File: src/rtl/demux1x2_buffered_pkg.sv
// Shared constants and types for the buffered 1-to-2 demultiplexer.
package demux1x2_buffered_pkg;

  localparam int DEMUX_WIDTH_DEFAULT = 4;
  localparam int DEMUX_DEPTH         = 2;

  // Destination select encoding carried on in_sel.
  typedef enum logic {
    SEL_OUT0 = 1'b0,
    SEL_OUT1 = 1'b1
  } demux_sel_e;

  // Occupancy at which a buffer refuses further pushes.
  localparam logic [1:0] FIFO_FULL_COUNT = 2'(DEMUX_DEPTH);

endpackage

File: src/rtl/demux1x2_buffered_fifo2x4.sv
// Two-entry FIFO with 1-bit wrapping pointers and a 0..2 occupancy count.
// Pushes into a full buffer and pops from an empty buffer are ignored, so
// the count can never leave its legal range.
module fifo2x4
  import demux1x2_buffered_pkg::*;
#(
  parameter int WIDTH = DEMUX_WIDTH_DEFAULT
) (
  input  logic             clk,
  input  logic             reset,
  input  logic             push,
  input  logic [WIDTH-1:0] push_data,
  output logic             full,
  input  logic             pop,
  output logic [WIDTH-1:0] head_data,
  output logic             empty,
  output logic [1:0]       count
);

  logic [WIDTH-1:0] mem_q [DEMUX_DEPTH];
  logic             wr_ptr_q, wr_ptr_d;
  logic             rd_ptr_q, rd_ptr_d;
  logic [1:0]       count_q, count_d;
  logic             push_ok;
  logic             pop_ok;

  assign full      = (count_q == FIFO_FULL_COUNT);
  assign empty     = (count_q == 2'd0);
  assign count     = count_q;
  assign head_data = mem_q[rd_ptr_q];

  // Full is checked against the registered count, so a pop in the same
  // cycle never frees room for a push.
  assign push_ok = push & ~full;
  assign pop_ok  = pop & ~empty;

  // Next pointer and occupancy values from the qualified push/pop.
  always_comb begin
    wr_ptr_d = wr_ptr_q;
    rd_ptr_d = rd_ptr_q;
    count_d  = count_q;
    if (push_ok) begin
      wr_ptr_d = ~wr_ptr_q;
    end
    if (pop_ok) begin
      rd_ptr_d = ~rd_ptr_q;
    end
    case ({push_ok, pop_ok})
      2'b10:   count_d = count_q + 2'd1;
      2'b01:   count_d = count_q - 2'd1;
      default: count_d = count_q;
    endcase
  end

  // Pointer, count and storage registers; reset flushes everything to zero.
  always_ff @(posedge clk) begin
    if (reset) begin
      wr_ptr_q <= 1'b0;
      rd_ptr_q <= 1'b0;
      count_q  <= 2'd0;
      for (int i = 0; i < DEMUX_DEPTH; i++) begin
        mem_q[i] <= '0;
      end
    end else begin
      wr_ptr_q <= wr_ptr_d;
      rd_ptr_q <= rd_ptr_d;
      count_q  <= count_d;
      if (push_ok) begin
        mem_q[wr_ptr_q] <= push_data;
      end
    end
  end

endmodule

File: src/rtl/demux1x2_buffered.sv
// Buffered 1-to-2 demultiplexer: routes one producer's words to one of two
// independently stalling consumers, each behind its own 2-entry FIFO.
// in_ready depends only on registered occupancy and in_sel, never on the
// consumer ready inputs.
module demux1x2_buffered
  import demux1x2_buffered_pkg::*;
#(
  parameter int WIDTH = DEMUX_WIDTH_DEFAULT
) (
  input  logic             clk,
  input  logic             reset,
  input  logic [WIDTH-1:0] in_data,
  input  logic             in_sel,
  input  logic             in_valid,
  output logic             in_ready,
  output logic [WIDTH-1:0] out0_data,
  output logic             out0_valid,
  input  logic             out0_ready,
  output logic [WIDTH-1:0] out1_data,
  output logic             out1_valid,
  input  logic             out1_ready,
  output logic [1:0]       count0,
  output logic [1:0]       count1
);

  logic full0, full1;
  logic empty0, empty1;
  logic push0, push1;
  logic pop0, pop1;

  // Push decode: only the selected, non-full buffer takes the word.
  assign push0 = in_valid & (in_sel == SEL_OUT0) & ~full0;
  assign push1 = in_valid & (in_sel == SEL_OUT1) & ~full1;

  // Pop decode: a ready with nothing buffered is ignored.
  assign pop0 = out0_valid & out0_ready;
  assign pop1 = out1_valid & out1_ready;

  assign in_ready   = (in_sel == SEL_OUT1) ? ~full1 : ~full0;
  assign out0_valid = ~empty0;
  assign out1_valid = ~empty1;

  fifo2x4 #(.WIDTH(WIDTH)) u_fifo0 (
    .clk       (clk),
    .reset     (reset),
    .push      (push0),
    .push_data (in_data),
    .full      (full0),
    .pop       (pop0),
    .head_data (out0_data),
    .empty     (empty0),
    .count     (count0)
  );

  fifo2x4 #(.WIDTH(WIDTH)) u_fifo1 (
    .clk       (clk),
    .reset     (reset),
    .push      (push1),
    .push_data (in_data),
    .full      (full1),
    .pop       (pop1),
    .head_data (out1_data),
    .empty     (empty1),
    .count     (count1)
  );

endmodule

File: config.mk
export PLATFORM = sky130hd
export DESIGN_NAME = demux1x2_buffered
export DESIGN_NICKNAME = d
export VERILOG_FILES = /design/src/rtl/demux1x2_buffered_pkg.sv /design/src/rtl/demux1x2_buffered_fifo2x4.sv /design/src/rtl/demux1x2_buffered.sv
export SDC_FILE = /design/constraint.sdc
export NUM_CORES = 1
export LEC_CHECK = 0
export BUFFER_PORTS_ARGS = -buffer_cell sky130_fd_sc_hd__buf_2
export CORE_MARGIN = 2
export CORE_UTILIZATION = 35
export DETAILED_ROUTE_END_ITERATION = 10
export PLACE_DENSITY = 0.61
export REMOVE_ABC_BUFFERS = 1
export SYNTH_ARGS = -nofsm -noshare
export SYNTH_HDL_FRONTEND = slang
export SYNTH_SLANG_ARGS = --single-unit
File: constraint.sdc
create_clock -name clk -period 2.5 [get_ports clk]
set_input_delay 0.25 -clock clk [delete_from_list [all_inputs] [get_ports clk]]
set_output_delay 0.25 -clock clk [all_outputs]
set_load 0.01 [all_outputs]
# Word level (Yosys, flattened, before mapping)
# Memory sizes are Yosys's and may differ from the RTL's. A register that Yosys moved wholly into a read port is not among the register bits.
# Index checks and enable logic that the tools add are counted.
# totals
ff_bits	8
ramBits	16
in_bits	10
out_inout_bits	15
wordCells	64
memories	2
# mem_list
memory	words	word_bits	read_ports	rd_ports_with_merged_regs	write_ports	line_no	source
u_fifo0.mem_q	2	4	1	1	2	demux1x2_buffered_fifo2x4.sv:20	logic [WIDTH-1:0] mem_q [DEMUX_DEPTH];
u_fifo1.mem_q	2	4	1	1	2	demux1x2_buffered_fifo2x4.sv:20	
# op_classes
add_sub_neg	4
n_eq_ne	6
n_mux	21
n_bitwise	19
reduce_logical	6
# op_table
cell	n
$mux W1	17
$and A1 B1 Y1	10
$not A1 Y1	9
$eq A2 B2 Y1 const B	4
$mux W4	2
$pmux W2 S2	2
$reduce_or A4 Y1	2
$add A2 B1 Y2 const B	2
$eq A2 B1 Y1 const B	2
$logic_not A2 Y1	2
$reduce_bool A2 Y1	2
$sub A2 B1 Y2 const B	2

# Depth between registers and ports, before layout
# logic_depth
ltp_word	9
ltp_mapped	6
ltp_nobuf	6

# Hierarchy
# From an unflattened synthesis, not the netlist that was laid out.
# unflattened
cells_unflattened	113
hier_area_um2	1224.9
# modules_own_cells
mod	n_inst	cells_each	area_each_um2	seq_area_each_um2
fifo2x4	2	53	586.8	340.3
demux1x2_buffered	1	7	51.3	0.0

# Worst setup path after synthesis
# Ideal clock, no wire load.
# synth_path
path_type	register to register
from	reg u_fifo0.count_q[0], in the netlist u_fifo0.count[0]
to	reg u_fifo0.count_q[1], in the netlist u_fifo0.count[1]
setup_ps	70
arrival_time_ps	1762
t_required_ps	2430
path_slack_ps	668
path_stages_with_launch	6
n_path_buf	0
synth_period_minus_slack_ps	1832
cell_sequence	dfxtp_1 nor2b_1 or3b_1 ha_1 or3_1 a21oi_1
# synth_between
elab_chain_cells	6
word_cells_on_any_way	14
classes_between	add/sub: 2; eq/ne: 3; mux: 1; bitwise: 6; reduce/logical: 2
# synth_rtl
element	line_no	source
from (decl)	demux1x2_buffered_fifo2x4.sv:23	logic [1:0] count_q, count_d;
from (signal assigned)	demux1x2_buffered_fifo2x4.sv:67	count_q <= count_d;
$eq A2 B2 Y1 / $logic_not A2 Y1 (equally long branches)	demux1x2_buffered_fifo2x4.sv:27, demux1x2_buffered_fifo2x4.sv:28	
$not A1 Y1 (on tied branches)	n/a	
$and A1 B1 Y1 (on tied branches)	demux1x2_buffered.sv:32, demux1x2_buffered.sv:36	
$and A1 B1 Y1 (on tied branches)	demux1x2_buffered_fifo2x4.sv:34, demux1x2_buffered_fifo2x4.sv:35	
$eq A2 B1 Y1 / $eq A2 B2 Y1 (equally long branches)	demux1x2_buffered_fifo2x4.sv:48	case ({push_ok, pop_ok})
$pmux W2 S2 / $reduce_bool A2 Y1 (equally long branches)	n/a	
# Several ways; a longest one is shown, not always the timed one.
# A chain may end at the register's enable or synchronous reset.

# Final worst setup path
# Same ends and word-level chain as after synthesis.

==> summary.md <==
After layout, the worst setup slack is 0.595 ns. Wires add up to 1980 microns. For the total vias in the final route, the log shows 763. Number of failing hold endpoints at the final stage: 0. The worst ir drop on vdd was 0.371 mV; the max-capacitance violation count was 0. The final critical-path required period works out to 1.91 ns. The tools report the number of global-route vias before repair as 805. The sequential cells in the finished layout cover a total of 681 sq um. STA classifies the critical path endpoint as a register.

The worst slew margin relative to its limit was 0.686; the total area of multi-input combinational cells was 509 sq um. The switching power came out at 355 uW. Insertion delay to the later sink of the worst-skew pair: 0.31 ns. The clock-pin slew on the worst setup and hold paths was 0.13 ns. The finished cells cover 1390 sq um. Final setup skew: 0.00132 ns. For the count of instances resized after the clock tree is built, the log shows 0. The global-route total usage across every layer is 0.112, and the detailed-router iteration count before antenna repair is 4. Setup repair after global routing left no endpoint under its margin.

The commonest non-fill, non-tap cell in the layout is sky130_fd_sc_hd__buf_2. A synthesized cell averages 12.8 sq um. The proportion of power drawn by the clock network came out at 0.155. TritonCTS created 3 clock buffers. The tools report the antenna diode instance count as 0.

The share of post-route cells with drive strength above 1 is 0.292. After detailed routing, the average wire length per cell comes to 11.9 microns. STA puts the critical path data required time at 2.76 ns. In the routed design, unresolved DRC markers number 0. For the share of total power in combinational logic, the log shows 0.322. The floorplan has 21 rows. The slowest stage of the critical path is the sky130_fd_sc_hd__dfxtp_1 cell. Hold is met by 0.240 ns. Sort of element at the start of the critical path: a register.

Including well taps, the total number of placed cells is 162. TritonCTS built the clock tree. The total I/O pin count is 25.

The starting density of the core was 0.361; the number of DRC violations after detailed-routing iteration 0 was 11. The buffering stage count on the worst path with inverters included works out to 0. The top cell types in the final layout, fill and taps aside, are sky130_fd_sc_hd__buf_2 (24), sky130_fd_sc_hd__and2_1 (16), sky130_fd_sc_hd__edfxtp_1 (16). The die is 62.4 microns wide. The final weighted congestion in routability-driven placement came out at 0.666. The clock drives 26 sinks. The routed via count divided by cell count works out to 4.60. Internal power comes to 771 uW. The run gives 3310 sq um as the core box area. The logs give 1510 microns for the detailed placement HPWL and 2 for the buffer levels on the longest clock path.

The cell class contributing the biggest share of worst-path delay is simple AND/OR/NAND/NOR gates. In this run, post-CTS hold repair placed 0 buffers. The first global-routing pass estimated 3510 microns of wire. The layout overhead on the synthesized area was 16.8%; the count of input and output buffers was 24. Count of H-tree levels built during CTS: 1. For this run the aggregate overflow at the end of global routing stands at 0.

The power density normalized to cell area came out at 808 nW/um^2. In this run the cell area measured after placement is 1370 sq um. The final sum of negative setup slack came out at 0 ns. The net count of the finished layout is 133. The tools report the total power draw as 1.13 mW. In this run the remaining antenna-violating nets after routing total 0. The period utilization works out to 0.762. The path category of the worst min-delay check was primary input to register. The fraction of power spent switching nets was 0.315; the mapped cell area was 1190 sq um. The die covers 3890 sq um. Prior to clock tree synthesis, the placed netlist has a worst setup slack of 0.625 ns. Vertical die dimension: 62.4 microns.

Based on the critical path, the design can be clocked at up to 0.525 GHz. Entering global routing, the biggest net connects 16 pins. The fraction of power consumed by sequential logic came out at 0.524. The flow ran to the end, and the final reports show no timing, DRC or antenna violations.

The tools report the utilization after layout as 0.421. On the worst path, the slowest cell contributes a delay of 0.46 ns. Yosys synthesis warning count: 0. Of all nets on the critical path, the largest fanout is 6. The root cell of the clock tree is sky130_fd_sc_hd__clkbuf_4. The tools report the number of antenna violations at the first check in global routing as 0. After synthesis the netlist holds a flip-flop and latch count of 26. The signal on the critical path passes through nor2b_1 > or3b_1 > ha_1 > or3_1 > a21oi_1.

For this run, the number of standard cells in the final layout without fillers is 166. For the pin with the worst max-slew slack, the measured transition is 0.467 ns. The logs give 93 for the synthesized netlist cell count and 0 for the final-report max-slew violation count. STA puts the critical path data arrival time at 2.16 ns. Count of cell types in the netlist: 25.

The path type of the worst setup path is register to register. The tools report the sequential fraction of the synthesis area as 0.570. Setup violations remaining at the end of the flow were counted as 0. The number of fill cells was 329; the leakage power total was 0.578 nW. Post-CTS timing repair inserted 0 buffers for setup.
## cell type report
| class | instances | share of cell area |
|---|---|---|
| well taps | 46 | 0.0413 |
| repair buffers | 24 | 0.0862 |
| flip-flops and latches | 26 | 0.488 |
| clock inverters | 1 | 0.00269 |
| clock buffers | 3 | 0.0162 |
| multi-input cells | 66 | 0.365 |
## registers in the layout (all words and copies together) (netlist names), named ones only
| signal | count |
|---|---|
| u_fifo0.count | 2 |
| u_fifo0.mem_q | 8 |
| u_fifo0.rd_ptr_q | 1 |
| u_fifo0.wr_ptr_q | 1 |
| u_fifo1.count | 2 |
| u_fifo1.mem_q | 8 |
| u_fifo1.rd_ptr_q | 1 |
| u_fifo1.wr_ptr_q | 1 |
## kinds of logic after synthesis
group | Yosys count | synth area share
flops | 26 | 0.570
buf+inv | 1 | 0.00314
mux | 9 | 0.0839
fa+ha+maj | 2 | 0.0210
simple gates | 39 | 0.223
xor+xnor | 6 | 0.0440
compound gates | 10 | 0.0545
## path summary, 6_finish.rpt
path	start	cells after the start	endpoint	slack, ns
worst min register to register	u_fifo0.rd_ptr_q$_SDFFE_PP0P_	2	register	0.53
worst min-delay path	in_data[1]	2	u_fifo0.mem_q[0][1]$_SDFFCE_PN0P_	0.24
worst max-delay path	u_fifo0.count[0]$_SDFFE_PP0P_	5	u_fifo0.count[1]$_SDFFE_PP0P_	0.59
worst max register to register	u_fifo0.count[0]$_SDFFE_PP0P_	5	u_fifo0.count[1]$_SDFFE_PP0P_	0.59
## Yosys cell counts
cell type,number,area share
sky130_fd_sc_hd__a21o_1,2,0.013
sky130_fd_sc_hd__o21ai_0,2,0.0084
sky130_fd_sc_hd__mux2i_1,1,0.0084
sky130_fd_sc_hd__mux2_1,4,0.038
sky130_fd_sc_hd__nor2b_1,4,0.021
sky130_fd_sc_hd__and2_1,16,0.084
sky130_fd_sc_hd__a21oi_1,2,0.0084
sky130_fd_sc_hd__clkbuf_1,1,0.0031
sky130_fd_sc_hd__nand3b_1,1,0.0063
sky130_fd_sc_hd__ha_1,2,0.021
sky130_fd_sc_hd__o21bai_1,2,0.013
sky130_fd_sc_hd__or3b_1,1,0.0073
sky130_fd_sc_hd__mux2_2,4,0.038
sky130_fd_sc_hd__xor2_1,2,0.015
sky130_fd_sc_hd__xnor2_1,4,0.029
sky130_fd_sc_hd__dfxtp_1,10,0.17
sky130_fd_sc_hd__edfxtp_1,16,0.40
sky130_fd_sc_hd__nand2b_1,1,0.0052
sky130_fd_sc_hd__nor4b_2,2,0.025
sky130_fd_sc_hd__nor4_2,1,0.010
sky130_fd_sc_hd__or2_1,4,0.021
sky130_fd_sc_hd__nor2_1,6,0.019
sky130_fd_sc_hd__nor4bb_2,1,0.014
sky130_fd_sc_hd__o21a_1,2,0.013
sky130_fd_sc_hd__or3_1,2,0.010
## metal layers
layer	GRT usage	vias to the layer above	part of all wire
met3	0.0252	2	0.044
met4	0.0333	0	0.0061
li1	-	386	-
met2	0.176	21	0.45
met5	0	-	0
met1	0.153	354	0.50
## power by group through the flow
stage	combinational [mW]	sequential [mW]	clock, mW
2_1_floorplan	0.240	0.597	0
3_3_place_gp	0.358	0.596	0
3_5_place_dp	0.365	0.602	0
4_1_cts	0.369	0.592	0.180
5_1_grt	0.407	0.602	0.197
6_report	0.362	0.590	0.174
Power figures use the tool's default switching activity.
